==> config.mk <==
export PLATFORM = sky130hd
export DESIGN_NAME = sr_cmd_conditioner
export DESIGN_NICKNAME = d
export VERILOG_FILES = /design/src/rtl/sr_cmd_conditioner.sv
export SDC_FILE = /design/constraint.sdc
export NUM_CORES = 1
export LEC_CHECK = 0
export BUFFER_PORTS_ARGS = -buffer_cell sky130_fd_sc_hd__buf_2
export CORE_MARGIN = 8
export CORE_UTILIZATION = 58
export DETAILED_ROUTE_END_ITERATION = 6
export HOLD_SLACK_MARGIN = 0.1
export PLACE_DENSITY = 0.82
export SETUP_SLACK_MARGIN = 0.2
export SLEW_MARGIN = 0
export SYNTH_ARGS = -nofsm -noshare
export SYNTH_HDL_FRONTEND = slang
export SYNTH_SLANG_ARGS = --single-unit
export TNS_END_PERCENT = 5
==> constraint.sdc <==
create_clock -name clk -period 3.3 [get_ports clk]
set_input_delay 0.165 -clock clk [delete_from_list [all_inputs] [get_ports clk]]
set_output_delay 0.165 -clock clk [all_outputs]
set_load 0.02 [all_outputs]
==> src/rtl/sr_cmd_conditioner.sv <==
`default_nettype none
// ============================================================================
// Module      : sr_cmd_conditioner
// Description : Synchronizes and debounces raw set/reset buttons and issues
//               one-cycle S/R commands, blocking same-cycle presses.
// Revision    : 1.0 - initial release
// ============================================================================
module sr_cmd_conditioner #(
    parameter int DEBOUNCE_CYCLES = 4,
    parameter int CNT_W           = 8
) (
    input  logic             clk,
    input  logic             rst,
    input  logic             set_btn,
    input  logic             reset_btn,
    output logic             S,
    output logic             R,
    output logic             conflict,
    output logic [CNT_W-1:0] set_cnt,
    output logic [CNT_W-1:0] reset_cnt
);

    localparam int               DB_W    = $clog2(DEBOUNCE_CYCLES + 1);
    localparam logic [DB_W-1:0]  DB_LAST = DB_W'(DEBOUNCE_CYCLES - 1);
    localparam logic [CNT_W-1:0] CNT_MAX = '1;

    logic [1:0] btn;
    logic [1:0] press;

    // Channel 0 is set, channel 1 is reset.
    assign btn = {reset_btn, set_btn};

    generate
        for (genvar ch = 0; ch < 2; ch++) begin : g_ch
            logic            sync1;
            logic            sync2;
            logic            db;
            logic            db_d;
            logic [DB_W-1:0] cnt;

            always_ff @(posedge clk or negedge rst) begin
                if (!rst) begin
                    sync1 <= 1'b0;
                    sync2 <= 1'b0;
                    db    <= 1'b0;
                    db_d  <= 1'b0;
                    cnt   <= '0;
                end else begin
                    sync1 <= btn[ch];
                    sync2 <= sync1;
                    db_d  <= db;
                    // Any return to the settled level restarts the qualification window.
                    if (sync2 == db) begin
                        cnt <= '0;
                    end else if (cnt == DB_LAST) begin
                        db  <= sync2;
                        cnt <= '0;
                    end else begin
                        cnt <= cnt + 1'b1;
                    end
                end
            end

            assign press[ch] = db & ~db_d;
        end
    endgenerate

    always_ff @(posedge clk or negedge rst) begin
        if (!rst) begin
            S         <= 1'b0;
            R         <= 1'b0;
            conflict  <= 1'b0;
            set_cnt   <= '0;
            reset_cnt <= '0;
        end else begin
            S        <= press[0] & ~press[1];
            R        <= press[1] & ~press[0];
            conflict <= press[0] & press[1];
            if (S && (set_cnt != CNT_MAX)) begin
                set_cnt <= set_cnt + 1'b1;
            end
            if (R && (reset_cnt != CNT_MAX)) begin
                reset_cnt <= reset_cnt + 1'b1;
            end
        end
    end

endmodule
`default_nettype wire

==> results.sh, run 1 <==
export IMPL_status="finished, final reports clean"
export IMPL_yosys_warnings=0
export IMPL_async_flop_share_pct=100
export IMPL_fin_crit_sh_pct=47.3
export IMPL_core_area_um2=2230
export IMPL_drc=0
export IMPL_grt_pass1_vias=905
export IMPL_post_cts_resized_instances=0
export IMPL_drt_pass1_iterations=4
export IMPL_cts_buffers=5
export IMPL_syn_area_um2=1370
export IMPL_finalPower_mw=1.39
export IMPL_multi_input_area_um2=543
export IMPL_leakage_nw=0.766
export IMPL_viasPerCell=5.57
export IMPL_combPwrFrac_pct=30.3
export IMPL_drive_above_1_share_pct=27.3
export IMPL_synth_area_leaders="dfrtp_1, xnor2_1, ha_1"
export IMPL_clkPwrFrac_pct=22.5
export IMPL_regArea_um2=826
export IMPL_grt_max_degree=34
export IMPL_worstSetupEndpointType="flop"
export IMPL_syn_avg_cell_area_um2=12.9
export IMPL_clock_latency_ns=0.32
export IMPL_hold_class="flop to flop"
export IMPL_fin_ws_ns=1.74
export IMPL_die_h_um=64.6
export IMPL_fin_tns_setup_ns=0
export IMPL_port_buffers=22
export IMPL_critPathMaxFanout=6
export IMPL_arrival_ns=1.77
export IMPL_dieArea_um2=4180
export IMPL_fmax_mhz=640
export IMPL_cts_root_buf="clkbuf_4"
export IMPL_setup_violations_final=0
export IMPL_drt_initial_drc_count=34
export IMPL_required_ns=3.51
export IMPL_internal_power_mw=0.885
export IMPL_num_rows=17
export IMPL_vdd_drop_max_v=0.000718
export IMPL_htreeDepth=2
export IMPL_clk_path_buf_depth=2
export IMPL_syn_inst=106
export IMPL_ys_seq_area_share_pct=60.2
export IMPL_cts_clk_slew_worst_paths_ns=0.10
export IMPL_routed_wl_mm=2.46
export IMPL_grt_overflow=0
export IMPL_synth_top_cell_by_area="dfrtp_1"
export IMPL_vias=931
export IMPL_ys_types=30
export IMPL_syn_to_final_growth_pct=19.0
export IMPL_path_class="flop to flop"
export IMPL_die_w_um=64.6
export IMPL_fin_worst_skew_ns=0.0108
export IMPL_p_sw_mw=0.502
export IMPL_maxCapViolCount=0
export IMPL_critPathMaxStageDelay_ns=0.41
export IMPL_crit_slowest_cell="dfrtp_1"
export IMPL_timing_final_hold_violations=0
export IMPL_n_antenna_cell=0
export IMPL_synthesis_nets=114
export IMPL_grt_pass1_wl_mm=4.15
export IMPL_mostFrequentLayoutCells="dfrtp_1, buf_2, xnor2_1"
export IMPL_switching_share_pct=36.2
export IMPL_tightest_slew_ns=0.692
export IMPL_place_gp_congestion=0.830
export IMPL_pin_count=23
export IMPL_crit_chain="ha_1, nand4_2, o21ai_2, mux2_1"
export IMPL_dp_hpwl_mm=1.77
export IMPL_grt_use_total_pct=12.9
export IMPL_power_frac_seq_pct=47.2
export IMPL_nets=146
export IMPL_yosys_register_bits=33
export IMPL_drv_slew=0
export IMPL_fill_cells=166
export IMPL_cts_tree="done"
export IMPL_p_per_area_nw_per_um2=850
export IMPL_crit_path_start_kind="flop"
export IMPL_drtAntennaViolNets=0
export IMPL_slew_headroom_pct=53.9
export IMPL_dp_slack_ns=1.77
export IMPL_post_route_min_period_ns=1.56
export IMPL_synth_top_area_share_pct=60.2
export IMPL_cts_sinks=33
export IMPL_wire_per_inst_um=14.7
export IMPL_antenna_found_initial=0
export IMPL_final_common_cell="dfrtp_1"
export IMPL_start_util_pct=61.5
export IMPL_synth_flop_cell="dfrtp_1"
export IMPL_synth_edf_count=0
export IMPL_rsz0062_at_grt="no"
==> path summary, 6_finish.rpt <==
kind,startpoint,endpoint,slack [ns],cells after the start
min in group asynchronous,rst,reset_cnt[4]$_DFFE_PN0P_,0.41,2
setup / recovery,reset_cnt[0]$_DFFE_PN0P_,reset_cnt[1]$_DFFE_PN0P_,1.74,4
setup reg to reg,reset_cnt[0]$_DFFE_PN0P_,reset_cnt[1]$_DFFE_PN0P_,1.74,4
hold reg to reg,g_ch[0].sync1$_DFF_PN0_,g_ch[0].sync2$_DFF_PN0_,0.37,0
hold / removal,g_ch[0].sync1$_DFF_PN0_,g_ch[0].sync2$_DFF_PN0_,0.37,0
max in group asynchronous,rst,set_cnt[2]$_DFFE_PN0P_,2.43,2
==> layer usage <==
metal | track usage, % | vias to the layer above | share of wire (%)
met2 | 20.4 | 29 | 50
met3 | 6.01 | 4 | 6.2
met1 | 14.2 | 445 | 43
li1 | - | 453 | -
met4 | 6.54 | 0 | 1.2
met5 | 0 | - | 0
==> state kept, by name, summed over array words and instances (netlist names) <==
register	flops
reset_cnt	8
g_ch.db_d	2
conflict	1
g_ch.sync2	2
S	1
g_ch.cnt	6
g_ch.sync1	2
R	1
set_cnt	8
g_ch.db	2
==> kinds of logic after synthesis <==
logic type / after synthesis / synth area share (%)
compound gates: 18 / 9.66
xor+xnor: 9 / 5.74
fa+ha+maj: 4 / 3.65
buf+inv: 1 / 0.273
flops: 33 / 60.2
mux: 6 / 4.92
simple gates: 35 / 15.6
==> timing repair <==
item,4_1_cts,5_1_grt
hold buffers,3,0
setup buffers,0,0
endpoints found under the hold margin,35,0
==> cell type report <==
cell class / instances / area share, %
multi-input combinational: 72 / 33.3
sequential: 33 / 50.6
timing repair buffer: 25 / 8.58
clock inverter: 1 / 1.84
inverter: 1 / 0.230
tap: 28 / 2.15
clock buffer: 7 / 3.37
==> through the flow <==
stage,hold WS (ns),std cells,utilization (%),cell area (um2)
after floorplan,-0.131,106,-,1370
after global placement,0.246,156,68.0,1520
after detailed placement,0.253,156,68.0,1520
after CTS,0.371,167,73.1,1630
after global routing,0.389,167,73.1,1630
final,0.366,167,73.1,1630
==> worst max-delay path, delay by kind of cell (launching register included) <==
kind            cells  cell delay, ns
fa+ha+maj           1            0.27
flops               1            0.41
simple gates        1            0.19
mux                 1            0.36
compound gates      1            0.22
==> power groups by stage <==
| stage | clock network (mW) | registers [mW] | logic (mW) |
|---|---|---|---|
| floorplan | 0 | 0.727 | 0.204 |
| global placement | 0 | 0.651 | 0.406 |
| detailed placement | 0 | 0.662 | 0.422 |
| CTS | 0.321 | 0.653 | 0.427 |
| global route | 0.336 | 0.675 | 0.464 |
| finish | 0.312 | 0.655 | 0.421 |
==> cells in the mapped netlist (all sizes together), types with 4 or more instances <==
cell type / instances
dfrtp: 33
ha: 4
mux2: 6
nand2: 4
nand3: 4
nor2: 4
nor2b: 5
o21ai: 4
xnor2: 8
Note: power is estimated with default switching activity, not from simulation.
==> inputs of run 2 (changes only) <==
Settings changed: ABC_AREA set to 1, CORE_UTILIZATION 58 to 50, PLACE_DENSITY 0.82 to 0.74.
Clock period 3.3 ns to 1.3 ns, I/O delays scaled along.
==> results.sh, run 2 <==
export IMPL_drv_slew=0
export IMPL_htreeDepth=2
export IMPL_die_h_um=71.0
export IMPL_internal_power_mw=2.52
export IMPL_status="finished, final reports clean"
export IMPL_clkPwrFrac_pct=23.1
export IMPL_timing_final_hold_violations=0
export IMPL_drc=0
export IMPL_syn_inst=178
export IMPL_fmax_mhz=854
export IMPL_clk_path_buf_depth=2
export IMPL_power_frac_seq_pct=40.4
export IMPL_fin_ws_ns=0.129
export IMPL_yosys_register_bits=33
export IMPL_drtAntennaViolNets=0
export IMPL_critPathMaxFanout=3
export IMPL_grt_overflow=0
export IMPL_grt_use_total_pct=13.5
export IMPL_vdd_drop_max_v=0.00130
export IMPL_synth_area_leaders="dfrtp_1, nand2_1, nor2_1"
export IMPL_numPlacedInstances=234
export IMPL_fin_worst_skew_ns=0.00539
export IMPL_cts_root_buf="clkbuf_4"
export IMPL_cts_buffers=5
export IMPL_leakage_nw=1.03
export IMPL_p_per_area_nw_per_um2=2050
export IMPL_num_rows=20
export IMPL_core_area_um2=2950
export IMPL_syn_area_um2=1510
export IMPL_wire_per_inst_um=12.7
export IMPL_yosys_warnings=0
export IMPL_drt_pass1_iterations=4
export IMPL_dieArea_um2=5040
export IMPL_post_route_min_period_ns=1.17
export IMPL_p_sw_mw=1.54
export IMPL_rsz0062_at_grt="yes"
export IMPL_cts_sinks=33
export IMPL_pin_count=23
export IMPL_syn_to_final_growth_pct=31.0
export IMPL_switching_share_pct=37.9
export IMPL_arrival_ns=1.39
export IMPL_maxCapViolCount=0
export IMPL_drive_above_1_share_pct=32.6
export IMPL_async_flop_share_pct=100
export IMPL_grt_max_degree=18
export IMPL_n_antenna_cell=0
export IMPL_grt_pass1_vias=1324
export IMPL_setup_violations_final=0
export IMPL_hold_class="primary input to asynchronous set/reset pin"
export IMPL_synth_common_cells="nand2_1, dfrtp_1, nor2_1"
export IMPL_die_w_um=71.0
export IMPL_mostFrequentLayoutCells="nand2_1, dfrtp_1, buf_2"
export IMPL_drt_initial_drc_count=58
export IMPL_routed_wl_mm=3.24
export IMPL_final_common_cell="nand2_1"
export IMPL_path_class="flop to flop"
export IMPL_synth_flop_cell="dfrtp_1"
export IMPL_clock_latency_ns=0.33
export IMPL_fin_crit_sh_pct=90.1
export IMPL_synth_top_cell_by_area="dfrtp_1"
export IMPL_synth_top_area_share_pct=54.6
export IMPL_place_gp_congestion=0.882
export IMPL_synth_edf_count=0
export IMPL_layout_cells_non_filler=254
export IMPL_antenna_found_initial=0
export IMPL_start_util_pct=51.2
export IMPL_combPwrFrac_pct=36.5
export IMPL_dp_hpwl_mm=2.17
export IMPL_fin_tns_setup_ns=0
export IMPL_ys_types=20
export IMPL_required_ns=1.52
export IMPL_tightest_slew_ns=0.411
export IMPL_syn_avg_cell_area_um2=8.49
export IMPL_worstSetupEndpointType="flop"
export IMPL_port_buffers=22
export IMPL_nets=228
export IMPL_slew_headroom_pct=72.6
export IMPL_vias=1276
export IMPL_yosysMostFrequentCell="nand2_1"
export IMPL_reg_top3="reset_cnt (8), set_cnt (8), g_ch.cnt (6)"
export IMPL_synthesis_nets=186
export IMPL_viasPerCell=5.02
export IMPL_crit_path_start_kind="flop"
export IMPL_dp_slack_ns=0.0834
export IMPL_grt_pass1_wl_mm=5.49
export IMPL_ys_seq_area_share_pct=54.6
export IMPL_cts_tree="done"
export IMPL_cts_clk_slew_worst_paths_ns=0.10
## run 2: worst paths after layout
check	from	to	slack, ns	depth (start not counted)
hold reg to reg	g_ch[1].sync1$_DFF_PN0_	g_ch[1].sync2$_DFF_PN0_	0.36	0
setup reg to reg	reset_cnt[1]$_DFFE_PN0P_	reset_cnt[6]$_DFFE_PN0P_	0.13	6
setup / recovery	reset_cnt[1]$_DFFE_PN0P_	reset_cnt[6]$_DFFE_PN0P_	0.13	6
max in group asynchronous	rst	set_cnt[2]$_DFFE_PN0P_	0.68	3
min in group clk	g_ch[1].sync1$_DFF_PN0_	g_ch[1].sync2$_DFF_PN0_	0.36	0
hold / removal	rst	reset_cnt[6]$_DFFE_PN0P_	0.19	2
## run 2: metal layers
layer	vias to the layer above	share of wire, %	track usage (%)
met5	-	0	0
met4	0	1.2	4.62
met3	7	5.5	6.21
met2	27	55	24.4
met1	614	38	13.3
li1	628	-	-
## run 2: timing repair
action / CTS / global route
gates cloned: 1 / 0
gates resized for setup: 4 / 19
pin swaps: 5 / 4
endpoints found under the hold margin: 35 / 0
buffers inserted: 6 / 2
hold buffers: 3 / 0
setup endpoints to repair: 16 / 26
## run 2: through the flow
| stage | hold WS, ns | utilization [%] | power [mW] | area (um2) |
|---|---|---|---|---|
| 4_1_cts | 0.201 | 64.7 | 3.96 | 1910 |
| 5_1_grt | 0.243 | 67.1 | 4.34 | 1980 |
| 6_report | 0.186 | 67.1 | 4.06 | 1980 |
| 2_1_floorplan | -0.231 | - | 2.48 | 1540 |
| 3_3_place_gp | 0.00943 | 58.0 | 2.81 | 1710 |
| 3_5_place_dp | 0.0217 | 58.0 | 2.88 | 1710 |
## run 2: cell families after synthesis
family / share of synthesized area (%)
xor gates and xnor gates: 4.64
DFF: 54.6
AOI/OAI and AO/OA: 1.82
adders and majority gates: 3.31
and+or+nand+nor: 30.0
buffers and inverters: 5.55
## run 2: critical path, stage by stage, from the launching register on
cell,delay (ns)
dfrtp_2,0.40
ha_4,0.16
nand3_1,0.13
nor2_1,0.18
nand2_1,0.07
nand2_1,0.07
nand3_1,0.07
## run 2: power groups by stage
stage	registers [mW]	clock network, mW	logic, mW
floorplan	1.80	0	0.679
global placement	1.63	0	1.17
detailed placement	1.66	0	1.21
CTS	1.61	0.959	1.39
global route	1.68	0.997	1.67
finish	1.64	0.938	1.48
## run 2: final cells by class
cell class	count	area [um2]
fillers	237	972
clock inverters	3	65.1
well taps	33	41.3
inverters	21	86.3
flip-flops and latches	33	836
repair buffers	34	220
multi-input cells	125	694
clock buffers	5	37.5
==> inputs of run 3 (changes only) <==
Settings changed: CORE_UTILIZATION 50 to 30, PLACE_DENSITY 0.74 to 0.49.
==> results.sh, run 3 (synthesis results as in run 2) <==
export IMPL_rsz0062_at_grt="yes"
export IMPL_cts_clk_slew_worst_paths_ns=0.07
export IMPL_timing_final_hold_violations=0
export IMPL_fmax_mhz=841
export IMPL_mostFrequentLayoutCells="nand2_1, dfrtp_1, buf_2"
export IMPL_vdd_drop_max_v=0.000848
export IMPL_clkPwrFrac_pct=24.9
export IMPL_crit_path_start_kind="flop"
export IMPL_cts_tree="done"
export IMPL_fin_tns_setup_ns=0
export IMPL_grt_pass1_vias=1143
export IMPL_power_frac_seq_pct=41.3
export IMPL_cts_root_buf="clkbuf_8"
export IMPL_clk_path_buf_depth=2
export IMPL_clock_latency_ns=0.28
export IMPL_required_ns=1.47
export IMPL_drc=0
export IMPL_fin_crit_sh_pct=91.4
export IMPL_nets=227
export IMPL_die_h_um=87.0
export IMPL_fin_worst_skew_ns=0.00239
export IMPL_num_rows=26
export IMPL_slew_headroom_pct=78.1
export IMPL_post_route_min_period_ns=1.19
export IMPL_die_w_um=87.0
export IMPL_drtAntennaViolNets=0
export IMPL_internal_power_mw=2.50
export IMPL_port_buffers=22
export IMPL_routed_wl_mm=2.95
export IMPL_viasPerCell=4.02
export IMPL_crit_slowest_cell="dfrtp_2"
export IMPL_path_class="flop to flop"
export IMPL_htreeDepth=2
export IMPL_crit_chain="ha_4, nand2_4, nor2_4, nand2_4, nand2_4, inv_6, nand2_1, nand2_1"
export IMPL_dieArea_um2=7570
export IMPL_critPathMaxFanout=6
export IMPL_syn_to_final_growth_pct=34.0
export IMPL_critPathMaxStageDelay_ns=0.40
export IMPL_reg_top3="reset_cnt (8), set_cnt (8), g_ch.cnt (6)"
export IMPL_tightest_slew_ns=0.329
export IMPL_place_gp_congestion=0.729
export IMPL_start_util_pct=30.4
export IMPL_holdWs_ns=0.267
export IMPL_grt_overflow=0
export IMPL_dp_hpwl_mm=2.06
export IMPL_status="finished, final reports clean"
export IMPL_cts_buffers=5
export IMPL_p_per_area_nw_per_um2=1970
export IMPL_leakage_nw=1.03
export IMPL_maxCapViolCount=0
export IMPL_antenna_found_initial=0
export IMPL_setup_violations_final=0
export IMPL_final_common_cell="nand2_1"
export IMPL_drv_slew=0
export IMPL_combPwrFrac_pct=33.7
export IMPL_grt_use_total_pct=8.68
export IMPL_worstSetupEndpointType="flop"
export IMPL_core_area_um2=4980
export IMPL_grt_max_degree=34
export IMPL_drt_pass1_iterations=4
export IMPL_grt_pass1_wl_mm=5.20
export IMPL_p_sw_mw=1.50
export IMPL_switching_share_pct=37.4
export IMPL_n_antenna_cell=0
export IMPL_arrival_ns=1.36
export IMPL_vias=1165
export IMPL_hold_class="primary input to asynchronous set/reset pin"
export IMPL_drive_above_1_share_pct=30.5
export IMPL_drt_initial_drc_count=63
export IMPL_wire_per_inst_um=10.2
export IMPL_cts_sinks=33
export IMPL_pin_count=23
export IMPL_crit_top_cell="nand2_4"
export IMPL_fill_cells=494
-- run 3: final timing paths --
check	from	end	slack, ns	cells after the start
setup reg to reg	reset_cnt[0]$_DFFE_PN0P_	reset_cnt[3]$_DFFE_PN0P_	0.11	8
min in group clk	g_ch[0].sync1$_DFF_PN0_	g_ch[0].sync2$_DFF_PN0_	0.35	0
hold / removal	rst	reset_cnt[1]$_DFFE_PN0P_	0.27	3
setup / recovery	reset_cnt[0]$_DFFE_PN0P_	reset_cnt[3]$_DFFE_PN0P_	0.11	8
hold reg to reg	g_ch[0].sync1$_DFF_PN0_	g_ch[0].sync2$_DFF_PN0_	0.35	0
max in group asynchronous	rst	set_cnt[1]$_DFFE_PN0P_	0.84	3
-- run 3: critical path, delay by kind of cell, from the launching register on --
kind          cells  cell delay (ns)
flops             1             0.40
simple gates      6             0.47
buf+inv           1             0.05
fa+ha+maj         1             0.16
-- run 3: timing repair --
action                     CTS  global route
gates cloned                 1             0
resized for setup            2            17
hold buffers                 3             0
setup buffers                3             2
hold endpoints to repair    35             0
pin swaps                    1             4
setup endpoints to repair   15            18
-- run 3: area by class of cell --
| cell class | instances | area (um2) | area share, % |
|---|---|---|---|
| repair buffers | 33 | 213 | 10.5 |
| well taps | 70 | 87.6 | 4.32 |
| clock inverters | 2 | 37.5 | 1.85 |
| clock buffers | 6 | 82.6 | 4.08 |
| flip-flops and latches | 33 | 837 | 41.3 |
| multi-input cells | 125 | 682 | 33.7 |
| inverters | 21 | 86.3 | 4.26 |
-- run 3: through the flow --
stage | power (mW) | cell area [um2] | instances | utilization, % | setup slack, ns
2_1_floorplan | 2.48 | 1540 | 178 | - | 0.0911
3_3_place_gp | 2.87 | 1770 | 273 | 35.6 | 0.0273
3_5_place_dp | 2.86 | 1770 | 273 | 35.6 | 0.0315
4_1_cts | 3.94 | 1960 | 288 | 39.3 | 0.0974
5_1_grt | 4.31 | 2030 | 290 | 40.7 | 0.0415
6_report | 3.99 | 2030 | 290 | 40.7 | 0.111
-- run 3: power by group through the flow --
| stage | sequential (mW) | combinational [mW] | clock (mW) |
|---|---|---|---|
| 6_report | 1.65 | 1.35 | 0.995 |
| 5_1_grt | 1.70 | 1.53 | 1.08 |
| 4_1_cts | 1.63 | 1.28 | 1.04 |
| 3_5_place_dp | 1.66 | 1.20 | 0 |
| 3_3_place_gp | 1.66 | 1.22 | 0 |
| 2_1_floorplan | 1.80 | 0.679 | 0 |
-- run 3: per-layer routing --
metal / vias up / GRT usage (%) / wire length (um)
met1: 522 / 11.1 / 1480
met5: - / 0 / 0
met4: 0 / 3.29 / 27
met3: 4 / 2.83 / 123
met2: 16 / 13.2 / 1310
li1: 623 / - / -
